## src/rtl/boolean_sweep_if.sv

```systemverilog
// Bundle between the self-test control, the boolean unit and the sweep sequencer.
// The slave view belongs to the sequencer. The master view belongs to its environment.
interface boolean_sweep_if;
  logic       start;
  logic       d_in;
  logic       a_out;
  logic       b_out;
  logic       c_out;
  logic       busy;
  logic       done;
  logic [7:0] truth_table;
  logic [3:0] mismatch_cnt;
  logic       pass;

  modport master (
    output start, d_in,
    input  a_out, b_out, c_out, busy, done, truth_table, mismatch_cnt, pass
  );

  modport slave (
    input  start, d_in,
    output a_out, b_out, c_out, busy, done, truth_table, mismatch_cnt, pass
  );
endinterface

```

## src/rtl/boolean_sweep.sv

```systemverilog
// Exhaustive sweep of the 3-input unit d = (~a & ~b) | ~c. The sequencer drives
// {a,b,c} = 0..7, captures d into a truth table and scores it against EXPECTED.
module boolean_sweep #(
  parameter int unsigned SETTLE_CYCLES = 2,
  parameter logic [7:0]  EXPECTED      = 8'h57
) (
  input  logic           clk,
  input  logic           rst,
  boolean_sweep_if.slave bus
);

  // A settle time of zero is treated as one cycle, so every vector gets at least one cycle to propagate.
  localparam logic [3:0] SETTLE_EFF = (SETTLE_CYCLES == 0) ? 4'd1 : 4'(SETTLE_CYCLES);

  typedef enum logic [1:0] {IDLE, DRIVE, SAMPLE, DONE} state_t;

  state_t     state;
  logic [2:0] idx;
  logic [3:0] settle_cnt;
  logic       busy;
  logic       done;
  logic [7:0] truth_table;
  logic [3:0] mismatch_cnt;
  logic       pass;

  logic       sample_miss;
  logic [3:0] mismatch_next;

  // The final sample's miss must already be in the score when pass is registered on entry to DONE.
  always_comb begin
    sample_miss   = (bus.d_in != EXPECTED[idx]);
    mismatch_next = mismatch_cnt + 4'(sample_miss);
  end

  // NOTE: sequential state uses only non-blocking assignments. Every register has an async
  // reset, so an aborted sweep leaves no partial result behind.
  always_ff @(posedge clk or posedge rst) begin
    if (rst) begin
      state        <= IDLE;
      idx          <= '0;
      settle_cnt   <= '0;
      busy         <= 1'b0;
      done         <= 1'b0;
      truth_table  <= '0;
      mismatch_cnt <= '0;
      pass         <= 1'b0;
    end else begin
      done <= 1'b0;
      unique case (state)
        IDLE: begin
          if (bus.start) begin
            state        <= DRIVE;
            idx          <= '0;
            settle_cnt   <= SETTLE_EFF;
            busy         <= 1'b1;
            truth_table  <= '0;
            mismatch_cnt <= '0;
            pass         <= 1'b0;
          end
        end

        DRIVE: begin
          // This state lasts SETTLE_EFF cycles: the count of 1 is the last one.
          if (settle_cnt <= 4'd1) begin
            state <= SAMPLE;
          end else begin
            settle_cnt <= settle_cnt - 4'd1;
          end
        end

        SAMPLE: begin
          truth_table[idx] <= bus.d_in;
          mismatch_cnt     <= mismatch_next;
          if (idx == 3'd7) begin
            state <= DONE;
            busy  <= 1'b0;
            done  <= 1'b1;
            pass  <= (mismatch_next == 4'd0);
          end else begin
            state      <= DRIVE;
            idx        <= idx + 3'd1;
            settle_cnt <= SETTLE_EFF;
          end
        end

        DONE: begin
          state <= IDLE;
        end

        default: state <= IDLE;
      endcase
    end
  end

  // The drive pins come straight from the index flop. After a sweep they keep the last vector (111).
  assign bus.a_out        = idx[2];
  assign bus.b_out        = idx[1];
  assign bus.c_out        = idx[0];
  assign bus.busy         = busy;
  assign bus.done         = done;
  assign bus.truth_table  = truth_table;
  assign bus.mismatch_cnt = mismatch_cnt;
  assign bus.pass         = pass;

endmodule

```

## src/flat_wrapper.sv

```systemverilog
// flat-port wrapper written by rule: the top's interface ports become plain ports
module boolean_sweep_flat 
#(
  parameter int unsigned SETTLE_CYCLES = 2,
  parameter logic [7:0]  EXPECTED      = 8'h57
)
  (clk, rst, bus_start, bus_d_in, bus_a_out, bus_b_out, bus_c_out, bus_busy, bus_done, bus_truth_table, bus_mismatch_cnt, bus_pass);
  boolean_sweep_if bus_i ();
  input  logic clk;
  input  logic rst;
  input wire logic [$bits(bus_i.start)-1:0] bus_start;
  input wire logic [$bits(bus_i.d_in)-1:0] bus_d_in;
  output wire logic [$bits(bus_i.a_out)-1:0] bus_a_out;
  output wire logic [$bits(bus_i.b_out)-1:0] bus_b_out;
  output wire logic [$bits(bus_i.c_out)-1:0] bus_c_out;
  output wire logic [$bits(bus_i.busy)-1:0] bus_busy;
  output wire logic [$bits(bus_i.done)-1:0] bus_done;
  output wire logic [$bits(bus_i.truth_table)-1:0] bus_truth_table;
  output wire logic [$bits(bus_i.mismatch_cnt)-1:0] bus_mismatch_cnt;
  output wire logic [$bits(bus_i.pass)-1:0] bus_pass;
  assign bus_i.start = bus_start;
  assign bus_i.d_in = bus_d_in;
  assign bus_a_out = bus_i.a_out;
  assign bus_b_out = bus_i.b_out;
  assign bus_c_out = bus_i.c_out;
  assign bus_busy = bus_i.busy;
  assign bus_done = bus_i.done;
  assign bus_truth_table = bus_i.truth_table;
  assign bus_mismatch_cnt = bus_i.mismatch_cnt;
  assign bus_pass = bus_i.pass;
  boolean_sweep #(.SETTLE_CYCLES(SETTLE_CYCLES), .EXPECTED(EXPECTED)) u_core (.clk(clk), .rst(rst), .bus(bus_i));
endmodule
```

## config.mk

```make
export PLATFORM = sky130hd
export DESIGN_NAME = boolean_sweep_flat
export DESIGN_NICKNAME = d
export VERILOG_FILES = /design/src/rtl/boolean_sweep_if.sv /design/src/rtl/boolean_sweep.sv /design/src/flat_wrapper.sv
export SDC_FILE = /design/constraint.sdc
export NUM_CORES = 1
export LEC_CHECK = 0
export ABC_AREA = 1
export BUFFER_PORTS_ARGS = -buffer_cell sky130_fd_sc_hd__buf_4
export CAP_MARGIN = 15
export CORE_UTILIZATION = 35
export CTS_CLUSTER_SIZE = 12
export DETAILED_ROUTE_END_ITERATION = 8
export GPL_TIMING_DRIVEN = 1
export PLACE_DENSITY_LB_ADDON = 0.2
export SETUP_SLACK_MARGIN = 0.1
export SLEW_MARGIN = 10
export SYNTH_ARGS = -nofsm -noshare
export SYNTH_HDL_FRONTEND = slang
export SYNTH_SLANG_ARGS = --single-unit
```

## constraint.sdc

```tcl
create_clock -name clk -period 2.55 [get_ports clk]
set_input_delay 0.3825 -clock clk [delete_from_list [all_inputs] [get_ports clk]]
set_output_delay 0.3825 -clock clk [all_outputs]
set_load 0.1 [all_outputs]
```

Word level (Yosys, flattened, before mapping)
Memories as Yosys holds them, arrays and structs flattened.
Index checks and enable logic that the tools add are counted.

storage, ports and cells
  bits of input ports = 4
  flip-flop bits (word level) = 24
  logic and storage cells = 62
  output and inout port bits = 18
  ROM bits = 8
  memories = 1

memory list
  memory            words  width  read ports  clocked after Yosys merged registers in  wr ports  line                 RTL
  (name not given)  8      1      1           0                                        0         boolean_sweep.sv:31  sample_miss = (bus.d_in != EXPECTED[idx]);

cells by class
  equal/unequal tests = 10
  order comparisons = 3
  muxes and demuxes = 27
  reduce and logical (&&, ||, !) cells = 10
  add/subtract/negate cells = 3

operators with widths
  operator                                                         count
  two-way mux 4 bit                                                4
  case mux 8 bit (2 select lines)                                  1
  case mux 4 bit (3 select lines)                                  1
  bitwise mux 8 bit                                                1
  two-way mux 1 bit                                                8
  two-way mux 8 bit                                                1
  case mux 2 bit (4 select lines)                                  1
  case mux 4 bit (2 select lines)                                  1
  two-way mux 2 bit                                                3
  two-way mux 3 bit                                                2
  inequality test 2 bit (second input constant)                    3
  case mux 3 bit (2 select lines)                                  1
  AND reduction 3 bit                                              2
  adder 4 x 1 -> 4 bit                                             1
  == test 2 bit (second input constant)                            2
  less-or-equal comparator 4 x 1 -> 1 bit (second input constant)  1
  logical NOT 4 bit                                                1
  < comparator 3 x 4 -> 1 bit (second input constant)              1
  inequality test 2 x 1 -> 1 bit (second input constant)           2
  case mux 1 bit (2 select lines)                                  2
  AND reduction 2 bit                                              2
  AND reduction 4 bit                                              1
  subtractor 4 x 1 -> 4 bit (second input constant)                1
  adder 3 x 1 -> 3 bit (second input constant)                     1
  other kinds (9)                                                  9

Depth between registers and ports, before layout
Gate-level depths: netlist (run 1).

  word-level depth = 7
  depth in mapped cells = 12
  depth with buffers taken out = 12

Least setup slack after synthesis (run 1)
Ideal clock, no wire load.

  path type = flip-flop to flip-flop
  start point = register u_core.idx[0]
  end point = register u_core.pass, in the netlist u_core.bus.pass
  clock period less this slack = 2,553 ps
  arrival time = 2,484 ps
  path slack = -3 ps
  library setup time = 70 ps
  path buffers = 0
  cell stages (with the launch flop) = 11
  cell sequence = dfrtp_1 inv_1 o21ai_0 xor2_1 ha_1 ha_1 nor2_1 nand2_2 nor2_2 nand3_1 nand2_1

on the way
  word-level cells in the longest chain between the ends = 7
  elaborated cells between the ends (all ways) = 10
  classes of those cells = 1 x add/sub; 3 x eq/ne; 3 x mux; 2 x reduce/logical; 1 x memory

RTL lines
  element                                  line                 RTL
  from (decl)                              boolean_sweep.sv:18  logic [2:0] idx;
  from (signal assigned)                   boolean_sweep.sv:81  idx <= idx + 3'd1;
  memory read (8 x 1 bit)                  n/a
  two-way mux 1 bit (implied by the code)  boolean_sweep.sv:31
  inequality test 1 bit                    boolean_sweep.sv:31
  adder 4 x 1 -> 4 bit                     boolean_sweep.sv:32  mismatch_next = mismatch_cnt + 4'(sample_miss);
  logical NOT 4 bit                        boolean_sweep.sv:78  pass <= (mismatch_next == 4'd0);
  two-way mux 1 bit                        boolean_sweep.sv:74  if (idx == 3'd7) begin
  case mux 1 bit (2 select lines)          boolean_sweep.sv:49  unique case (state)
  to (signal assigned)                     boolean_sweep.sv:78
  to (decl)                                boolean_sweep.sv:24  logic pass;

Several ways; a longest one is shown, not always the timed one. The select of a mux whose other input is x is not followed.
A chain may end at the register's enable or synchronous reset.

Worst setup path after layout (run 1)
Ends and elaborated chain as after synthesis.

==> results of run 1 <==
[state kept, by name, indices dropped and copies added, names as in the netlist]
name                     flops
u_core.bus.done              1
u_core.bus.mismatch_cnt      4
u_core.bus.truth_table       8
u_core.state                 2
u_core.settle_cnt            4
u_core.idx                   3
u_core.bus.busy              1
u_core.bus.pass              1
[cell type report]
class | instances | area [um2]
tap | 48 | 60.1
clock buffer | 3 | 41.3
timing repair buffer | 22 | 165
fill | 377 | 2030
clock inverter | 1 | 30.0
inverter | 23 | 91.3
sequential | 24 | 602
multi-input combinational | 120 | 638
[power by group]
group	internal [uW]	switching, uW	leakage [uW]
combinational	245	678	0.000521
clock	210	121	0.0000357
sequential	460	83.7	0.000318
[worst paths after layout]
check / to / slack, ns / cells past startpoint
worst min-delay path: u_core.idx[0] / -0.004 / 2
worst max register to register: u_core.bus.pass / 0.59 / 10
max in group asynchronous: u_core.bus.mismatch_cnt[2] / 2.06 / 3
worst min register to register: u_core.bus.busy / 0.49 / 2
worst max-delay path: u_core.bus.pass / 0.59 / 10
min in group clk: u_core.bus.truth_table[6] / 0.44 / 3
[layer usage]
layer / wire length, um / track usage (%) / vias to the layer above / part of all wire [%]
met4: 20 / 5.11 / 0 / 0.75
met5: 0 / 0 / - / 0
met2: 1270 / 24.1 / 19 / 48
met1: 1260 / 18.9 / 505 / 47
li1: - / - / 578 / -
met3: 114 / 2.36 / 2 / 4.3
[per-stage QoR]
step                hold WS [ns]  util, %  setup WS, ns  total power (uW)  cell area (um2)
floorplan                  0.397        -         0.127              1290             1330
global placement           0.288     42.5         0.667              1470             1560
detailed placement         0.294     42.5         0.597              1480             1560
CTS                     0.000263     44.5         0.588              1820             1630
global route             0.00739     44.5         0.421              1940             1630
finish                  -0.00368     44.5         0.594              1800             1630
[kinds of logic after synthesis]
kind of cell             Yosys count  synth area share [%]
AND/OR/NAND/NOR                   95                  33.5
buffers and inverters             23                  6.87
adder cells (fa/ha/maj)            7                  6.58
XOR/XNOR                           2                  1.32
AO/OA/AOI/OAI                     16                  6.58
flip-flops                        24                  45.2
[layout by cell type, fill, tap and decap left out, drive strengths merged, types with 3 or more instances in the layout]
master | netlist | layout
clkbuf | 0 | 3
inv | 23 | 23
nand2 | 61 | 61
dfrtp | 24 | 24
nand3 | 11 | 11
ha | 7 | 7
nor2 | 21 | 21
buf | 0 | 22
o21ai | 9 | 9
o22ai | 6 | 6
==> run summary, run 1 <==
count of final hold-check violations: 3
total of buffers placed on input and output ports: 21
net count after synthesis: 178
maximum number of pins on one net before global-route repair: 22
share of the synthesized area in the top cell type: 45.2%
via count of the first global-routing pass: 1078
total length of routed wires: 2670 um
Worst Path Buf+Inv: 1
Area contributors post-synth: sky130_fd_sc_hd__dfrtp_1 (45%), sky130_fd_sc_hd__nand2_1 (15%), sky130_fd_sc_hd__ha_1 (6.6%)
vias: 1104
critical path's largest stage delay: 0.46 ns
Hold Path Class: in2async
Netlist cell types: 20
Power Density: 1100 nW/um2
portion of the post-synthesis area used by sequential elements: 45.2%
Worst path most repeated cell: sky130_fd_sc_hd__ha_1
result of the run: finished with violations
Avg WL per Cell: 11.1 um
global router's overall resource usage: 14.5%
starting DRC count in detailed routing: 41
top flip-flop cell by instance count after synthesis: sky130_fd_sc_hd__dfrtp_1
Data required, critical path: 2.76 ns
final estimated routing congestion in global placement: 0.846
largest area contributor in the netlist: sky130_fd_sc_hd__dfrtp_1
cells along the critical path: inv_1 -> o21ai_0 -> xor2_1 -> ha_1 -> ha_1 -> nor2_1 -> nand2_2 -> nor2_2 -> nand3_1 -> nand2_1
Worst-Skew Late Latency: 0.26 ns
TritonCTS Buffers: 3
number of cells produced by synthesis: 167
count of clock tree sinks: 24
Max FO, Critical Path: 7
number of gates resized after CTS: 0
total iterations of the first detailed-routing run: 4
netlist area before placement: 1330 um2
residual overflow from global routing: 0
unrepaired setup endpoints after global routing: no
share of final-layout standard cells stronger than drive strength 1: 23.8%
IO Count: 22
Final Setup Violations: 0
Antenna Cells: 0
leakage power: 0.000875 uW
count of flip-flops with a built-in enable after synthesis: 0
critical path endpoint category: flop
dpl hpwl: 2070 um
Post-CTS Hold Fix Bufs: 0
count of standard-cell rows: 22
clock root buffer master: sky130_fd_sc_hd__clkbuf_8
number of nets with antenna violations after routing: 0
worst slew pin tran: 0.272 ns
hold_ws: -0.00368 ns
most frequent cell after synthesis: sky130_fd_sc_hd__nand2_1
crit path DAT: 2.16 ns
leading cell types by count after synthesis: sky130_fd_sc_hd__nand2_1 (54), sky130_fd_sc_hd__dfrtp_1 (24), sky130_fd_sc_hd__inv_1 (18)
effective utilization at floorplan: 36.3%
post-synthesis sequential element count: 24
remaining routing DRC violations: 0
cell type group with the largest total delay on the critical path: adder cells
proportion of synthesized flip-flops having asynchronous set or reset: 100%
kind of critical path: reg2reg
Peak supply drop: 0.522 mV
final worst clock skew: 0.00266 ns
CTS H-tree lvls: 1
die footprint: 4050 um2
YS warnings: 0
r2r startpoint: u_core.idx[0]
total negative slack for setup checks: 0 ns
Placed Cells: 237
standard cell core area: 3660 um2
slowest cell on the critical path: sky130_fd_sc_hd__dfrtp_2
first-pass GRT wire length: 4690 um
violations in the final reports: hold timing
post-layout min period: 1.96 ns
Final Non-Filler Cells: 241
Layout Area Growth over Synthesis: 22.4%
Net count, final: 205
crit path launch: u_core.idx[0]
mean post-synth cell area: 7.96 um2
number of antenna violations at the first check in global routing: 0
critical path startpoint category: flop
post-CTS setup-driven buffer insertion count: 0
height of the die: 63.6 um
Max Root-Sink Buffers: 2
Max Slew Vio Count: 0
number of violations of the max-capacitance limit: 0
TritonCTS clock tree: built
Slew Limit Headroom: 81.9%
die span in x: 63.6 um
portion of the clock cycle consumed by the worst path in the final layout: 76.7%
Worst-path clk slew: 0.09 ns
vias per cell: 4.58
achievable frequency: 511 MHz
No activity file was read; power rests on OpenSTA's default activity.
==> inputs of run 2 (changes only) <==
==> constraint.sdc (replaced) <==
create_clock -name clk -period 1.6 [get_ports clk]
set_input_delay 0.24 -clock clk [delete_from_list [all_inputs] [get_ports clk]]
set_output_delay 0.24 -clock clk [all_outputs]
set_load 0.1 [all_outputs]
==> run 2 against run 1 <==
The run ends with setup timing left; clock-buffer cell count increased by 1; global-route usage grew 1.1 points; worst setup slack lost 0.77 ns; via count rose by 5.4%; hold slack improved by 0.020 ns.
==> run summary, run 2 (same netlist as run 1, synthesis figures left out) <==
worst slew pin tran: 0.313 ns
number of violations of the max-capacitance limit: 0
Placed Cells: 245
Storage cell area: 612 um2
worst slack after detailed placement: -0.139 ns
Slew Limit Headroom: 79.1%
critical path endpoint category: flop
crit path DAT: 1.99 ns
total iterations of the first detailed-routing run: 4
Power Density: 1670 nW/um2
number of antenna violations at the first check in global routing: 0
Worst-path clk slew: 0.09 ns
Total Power Consumption: 3060 uW
die span in x: 63.6 um
portion of the clock cycle consumed by the worst path in the final layout: 111%
die footprint: 4050 um2
Final Setup Violations: 8
largest registers: u_core.bus.truth_table: 8 flops, u_core.bus.mismatch_cnt: 4 flops, u_core.settle_cnt: 4 flops
Worst Path Buf+Inv: 1
TritonCTS Buffers: 3
clock root buffer master: sky130_fd_sc_hd__clkbuf_8
count of final hold-check violations: 0
kind of critical path: reg2reg
standard cell core area: 3660 um2
starting DRC count in detailed routing: 20
Worst-Skew Late Latency: 0.27 ns
via count of the first global-routing pass: 1141
cells along the critical path: inv_1 -> nand2_2 -> o21ai_2 -> xor2_1 -> ha_2 -> ha_4 -> nor2_4 -> nand2_2 -> nor2_2 -> nand3_1 -> nand2_1
hold_ws: 0.0165 ns
critical path's largest stage delay: 0.48 ns
Layout Area Growth over Synthesis: 38.1%
most common library cell in the layout ignoring fill and taps: sky130_fd_sc_hd__nand2_1
TritonCTS clock tree: built
endpoint of the most critical setup path: u_core.bus.pass
residual overflow from global routing: 0
height of the die: 63.6 um
cell type group with the largest total delay on the critical path: flip-flops
end of the worst register-to-register path: u_core.bus.pass
top register by number of flip-flops: u_core.bus.truth_table
Register-to-Register Path Depth: 11
vias: 1164
total number of cells along the worst setup path: 11
r2r startpoint: u_core.idx[2]
post-layout worst setup margin: -0.177 ns
first-pass GRT wire length: 4920 um
Net count, final: 217
area taken by multi-input logic gates: 749 um2
result of the run: finished with violations
critical path startpoint category: flop
vias per cell: 4.60
Worst path most repeated cell: sky130_fd_sc_hd__nand2_2
slowest cell on the critical path: sky130_fd_sc_hd__dfrtp_4
total negative slack for setup checks: -0.678 ns
FF-to-FF setup slack: -0.18 ns
Filler Cell Count: 363
achievable frequency: 563 MHz
count of standard-cell rows: 22
post-layout min period: 1.78 ns
IO Count: 22
Max Root-Sink Buffers: 2
dpl hpwl: 2080 um
leakage power: 0.000927 uW
Final Non-Filler Cells: 253
violations in the final reports: setup timing
Peak supply drop: 1.09 mV
count of clock tree sinks: 24
unrepaired setup endpoints after global routing: yes
final estimated routing congestion in global placement: 0.811
total of buffers placed on input and output ports: 21
remaining routing DRC violations: 0
maximum number of pins on one net before global-route repair: 25
crit path launch: u_core.idx[2]
Max FO, Critical Path: 3
Antenna Cells: 0
number of flip-flops in the largest register: 8
number of nets with antenna violations after routing: 0
Hold Path Class: in2async
global router's overall resource usage: 15.6%
Avg WL per Cell: 11.8 um
total length of routed wires: 2980 um
final worst clock skew: 0.00749 ns
share of final-layout standard cells stronger than drive strength 1: 39.5%
effective utilization at floorplan: 36.3%
Data required, critical path: 1.81 ns
CTS H-tree lvls: 1
commonest non-fill, non-tap cells in the layout: sky130_fd_sc_hd__nand2_1 (47), sky130_fd_sc_hd__buf_4 (31), sky130_fd_sc_hd__dfrtp_1 (21), sky130_fd_sc_hd__inv_1 (15), sky130_fd_sc_hd__nor2_1 (13)
Max Slew Vio Count: 0
## run 2: cell count changes in the layout (fill, tap and decap cells not counted), moves of 3 or more
cell,before,now
sky130_fd_sc_hd__buf_4,22,31
sky130_fd_sc_hd__nand2_1,54,47
sky130_fd_sc_hd__nand2_2,3,9
sky130_fd_sc_hd__ha_1,7,2
sky130_fd_sc_hd__ha_4,0,4
sky130_fd_sc_hd__buf_6,0,3
sky130_fd_sc_hd__dfrtp_4,0,3
sky130_fd_sc_hd__inv_1,18,15
## run 2: power breakdown
part	switching (uW)	internal [uW]	total [uW]
Combinational	1210	553	1760
Clock	198	220	417
Sequential	138	744	882
Total	1550	1520	3060
## run 2: final cells by class
cell class                      instances  area share (%)
Clock buffer                            4            3.00
Inverter                               23            5.11
Multi-Input combinational cell        120            40.8
Sequential cell                        24            33.3
Tap cell                               48            3.27
Timing Repair Buffer                   34            14.5
## run 2: worst min-delay path by stage
stage | endpoint | startpoint | slack [ns]
after floorplan | u_core.bus.busy | rst | 0.25
after global routing | u_core.idx[2] | rst | 0.05
final | u_core.idx[2] | rst | 0.02
after CTS | u_core.idx[2] | rst | 0.03
after global placement | u_core.bus.truth_table[6] | rst | 0.31
after detailed placement | u_core.settle_cnt[3] | rst | 0.32
## run 2: timing repair
item,in CTS,in global routing
setup endpoints to repair,11,12
hold buffers,0,0
buffers inserted,1,3
gates resized for setup,8,15
pin swaps,7,9
## run 2: per-layer routing
| metal | up-vias | track usage (%) | wire length [um] |
|---|---|---|---|
| met3 | 2 | 3.26 | 88 |
| met1 | 544 | 19.4 | 1320 |
| met5 | - | 0 | 0 |
| met2 | 16 | 26.2 | 1550 |
| li1 | 602 | - | - |
| met4 | 0 | 5.97 | 21 |
## run 2: through the flow
step | utilization [%] | cell area (um2)
2_1_floorplan | - | 1370
3_3_place_gp | 45.2 | 1660
3_5_place_dp | 45.2 | 1660
4_1_cts | 48.0 | 1760
5_1_grt | 50.2 | 1840
6_report | 50.2 | 1840
## run 2: worst min-delay path, delay by kind of cell
kind / cells / cell delay (ns)
buffers and inverters: 3 / 0.45
==> inputs of run 3 (changes only) <==
--- a/config.mk
+++ b/config.mk
@@ -6,6 +6,7 @@
 export NUM_CORES = 1
 export LEC_CHECK = 0
 export ABC_AREA = 1
+export ABC_CLOCK_PERIOD_IN_PS = 1600
 export BUFFER_PORTS_ARGS = -buffer_cell sky130_fd_sc_hd__buf_4
 export CAP_MARGIN = 15
 export CORE_UTILIZATION = 35
@@ -13,6 +14,7 @@
 export DETAILED_ROUTE_END_ITERATION = 8
 export GPL_TIMING_DRIVEN = 1
 export PLACE_DENSITY_LB_ADDON = 0.2
+export RECOVER_POWER = 25
 export SETUP_SLACK_MARGIN = 0.1
 export SLEW_MARGIN = 10
 export SYNTH_ARGS = -nofsm -noshare
==> run 3 against run 2 <==
The run still ends with setup timing left; final cell count stayed put; sequential share of layout area is 0.068 points higher; register-to-register slack hardly changed; routed wire length is 0.20% lower; critical path depth stayed put; hold slack better by 0.28 ns.
==> run summary, run 3 (same netlist as run 1, synthesis figures left out) <==
vias: 1160
violations in the final reports: setup timing
TritonCTS clock tree: built
worst slew pin tran: 1.31 ns
result of the run: finished with violations
IO Count: 22
count of standard-cell rows: 22
Worst-Skew Late Latency: 0.27 ns
largest registers: u_core.bus.truth_table: 8 flops, u_core.bus.mismatch_cnt: 4 flops, u_core.settle_cnt: 4 flops
first-pass GRT wire length: 4920 um
utilization after layout: 50.1%
height of the die: 63.6 um
Avg WL per Cell: 11.8 um
Total Power Consumption: 3060 uW
post-layout min period: 1.78 ns
Slew Limit Headroom: 12.5%
slowest cell on the critical path: sky130_fd_sc_hd__dfrtp_4
Worst-path clk slew: 0.09 ns
total length of routed wires: 2980 um
Worst path most repeated cell: sky130_fd_sc_hd__nand2_2
Net count, final: 217
worst slack after detailed placement: -0.139 ns
Hold Path Class: in2reg
Power Density: 1670 nW/um2
Max Root-Sink Buffers: 2
leakage power: 0.000923 uW
combinational group share of total power: 57.6%
unrepaired setup endpoints after global routing: yes
final estimated routing congestion in global placement: 0.811
Post-CTS Hold Fix Bufs: 0
global router's overall resource usage: 15.6%
count of clock tree sinks: 24
Peak supply drop: 1.09 mV
critical path's largest stage delay: 0.48 ns
P_sw: 1550 uW
achievable frequency: 563 MHz
via count of the first global-routing pass: 1141
die span in x: 63.6 um
critical path endpoint category: flop
dpl hpwl: 2080 um
total iterations of the first detailed-routing run: 4
switching power as a share of total power: 50.5%
total of buffers placed on input and output ports: 21
number of nets with antenna violations after routing: 0
vias per cell: 4.58
starting DRC count in detailed routing: 20
cell type group with the largest total delay on the critical path: flip-flops
maximum number of pins on one net before global-route repair: 25
Max FO, Critical Path: 3
post-layout worst setup margin: -0.176 ns
kind of critical path: reg2reg
Final Setup Violations: 8
relative contribution of the clock network to total power: 13.6%
cells along the critical path: inv_1 -> nand2_2 -> o21ai_2 -> xor2_1 -> ha_2 -> ha_4 -> nor2_4 -> nand2_2 -> nor2_2 -> nand3_1 -> nand2_1
portion of the clock cycle consumed by the worst path in the final layout: 111%
Antenna Cells: 0
clock root buffer master: sky130_fd_sc_hd__clkbuf_8
final worst clock skew: 0.00750 ns
Internal Dissipation: 1510 uW
share of final-layout standard cells stronger than drive strength 1: 39.0%
residual overflow from global routing: 0
remaining routing DRC violations: 0
number of violations of the max-capacitance limit: 0
top register by number of flip-flops: u_core.bus.truth_table
number of flip-flops in the largest register: 8
standard cell core area: 3660 um2
critical path startpoint category: flop
sequential fraction of design power: 28.8%
Max Slew Vio Count: 0
effective utilization at floorplan: 36.3%
die footprint: 4050 um2
TritonCTS Buffers: 3
Worst Path Buf+Inv: 1
CTS H-tree lvls: 1
Layout Area Growth over Synthesis: 37.8%
number of antenna violations at the first check in global routing: 0
Data required, critical path: 1.81 ns
final design area excluding fillers: 1830 um2
count of final hold-check violations: 0
crit path DAT: 1.99 ns
commonest non-fill, non-tap cells in the layout: sky130_fd_sc_hd__nand2_1 (47), sky130_fd_sc_hd__buf_4 (29), sky130_fd_sc_hd__dfrtp_1 (21), sky130_fd_sc_hd__inv_1 (15), sky130_fd_sc_hd__nor2_1 (13)
post-detailed-placement cell area: 1660 um2
most common library cell in the layout ignoring fill and taps: sky130_fd_sc_hd__nand2_1
## run 3: cell types whose count changed in the layout (fill, tap and decap cells not counted), sizes merged
cell | previous run | this run
buf | 34 | 32
clkbuf | 4 | 6
## run 3: tightest hold or removal path, cell delays in order
cell and delay (ns):
sky130_fd_sc_hd__buf_4 0.12, sky130_fd_sc_hd__nand2_4 0.09, sky130_fd_sc_hd__o22ai_1 0.07
## run 3: stage by stage
stage	hold slack (ns)	cells	TNS (ns)
2_1_floorplan	0.255	167	-0.940
3_3_place_gp	0.310	245	-0.405
3_5_place_dp	0.318	245	-0.594
4_1_cts	0.0286	250	-0.240
5_1_grt	0.296	253	-1.78
6_report	0.295	253	-0.676
## run 3: path summary, 6_finish.rpt
path                                  from                   endpoint  slack [ns]  cells after the start
max in group asynchronous              rst              u_core.idx[1]        0.27                      3
hold reg to reg            u_core.bus.busy            u_core.bus.busy        0.49                      2
hold / removal                    bus_d_in  u_core.bus.truth_table[0]        0.30                      3
setup reg to reg             u_core.idx[2]            u_core.bus.pass       -0.18                     11
setup / recovery             u_core.idx[2]            u_core.bus.pass       -0.18                     11
min in group asynchronous              rst              u_core.idx[2]        0.40                      3
## run 3: cell type report
class | count | area (um2)
Multi-Input combinational cell | 120 | 749
Timing Repair Buffer | 34 | 263
Tap cell | 48 | 60.1
Fill cell | 362 | 1830
Clock buffer | 4 | 55.1
Sequential cell | 24 | 612
Inverter | 23 | 93.8
## run 3: power groups by stage
stage	Combinational (uW)	Clock (uW)	Sequential, uW
final	1760	417	882
after global routing	1940	448	898
after CTS	1650	430	876
after detailed placement	1580	0	877
after global placement	1560	0	869
after floorplan	811	0	1290
## run 3: routing by layer
| layer | global-route usage, % | vias to the layer above | part of all wire [%] |
|---|---|---|---|
| li1 | - | 602 | - |
| met1 | 19.4 | 542 | 45 |
| met2 | 26.2 | 14 | 52 |
| met3 | 3.26 | 2 | 2.7 |
| met4 | 5.97 | 0 | 0.71 |
| met5 | 0 | - | 0 |
## run 3: repair_timing
action | CTS | global route
endpoints found under the setup margin | 11 | 12
resized for setup | 8 | 15
hold endpoints to repair | 0 | 0
buffers inserted | 1 | 3
pin swaps | 7 | 9
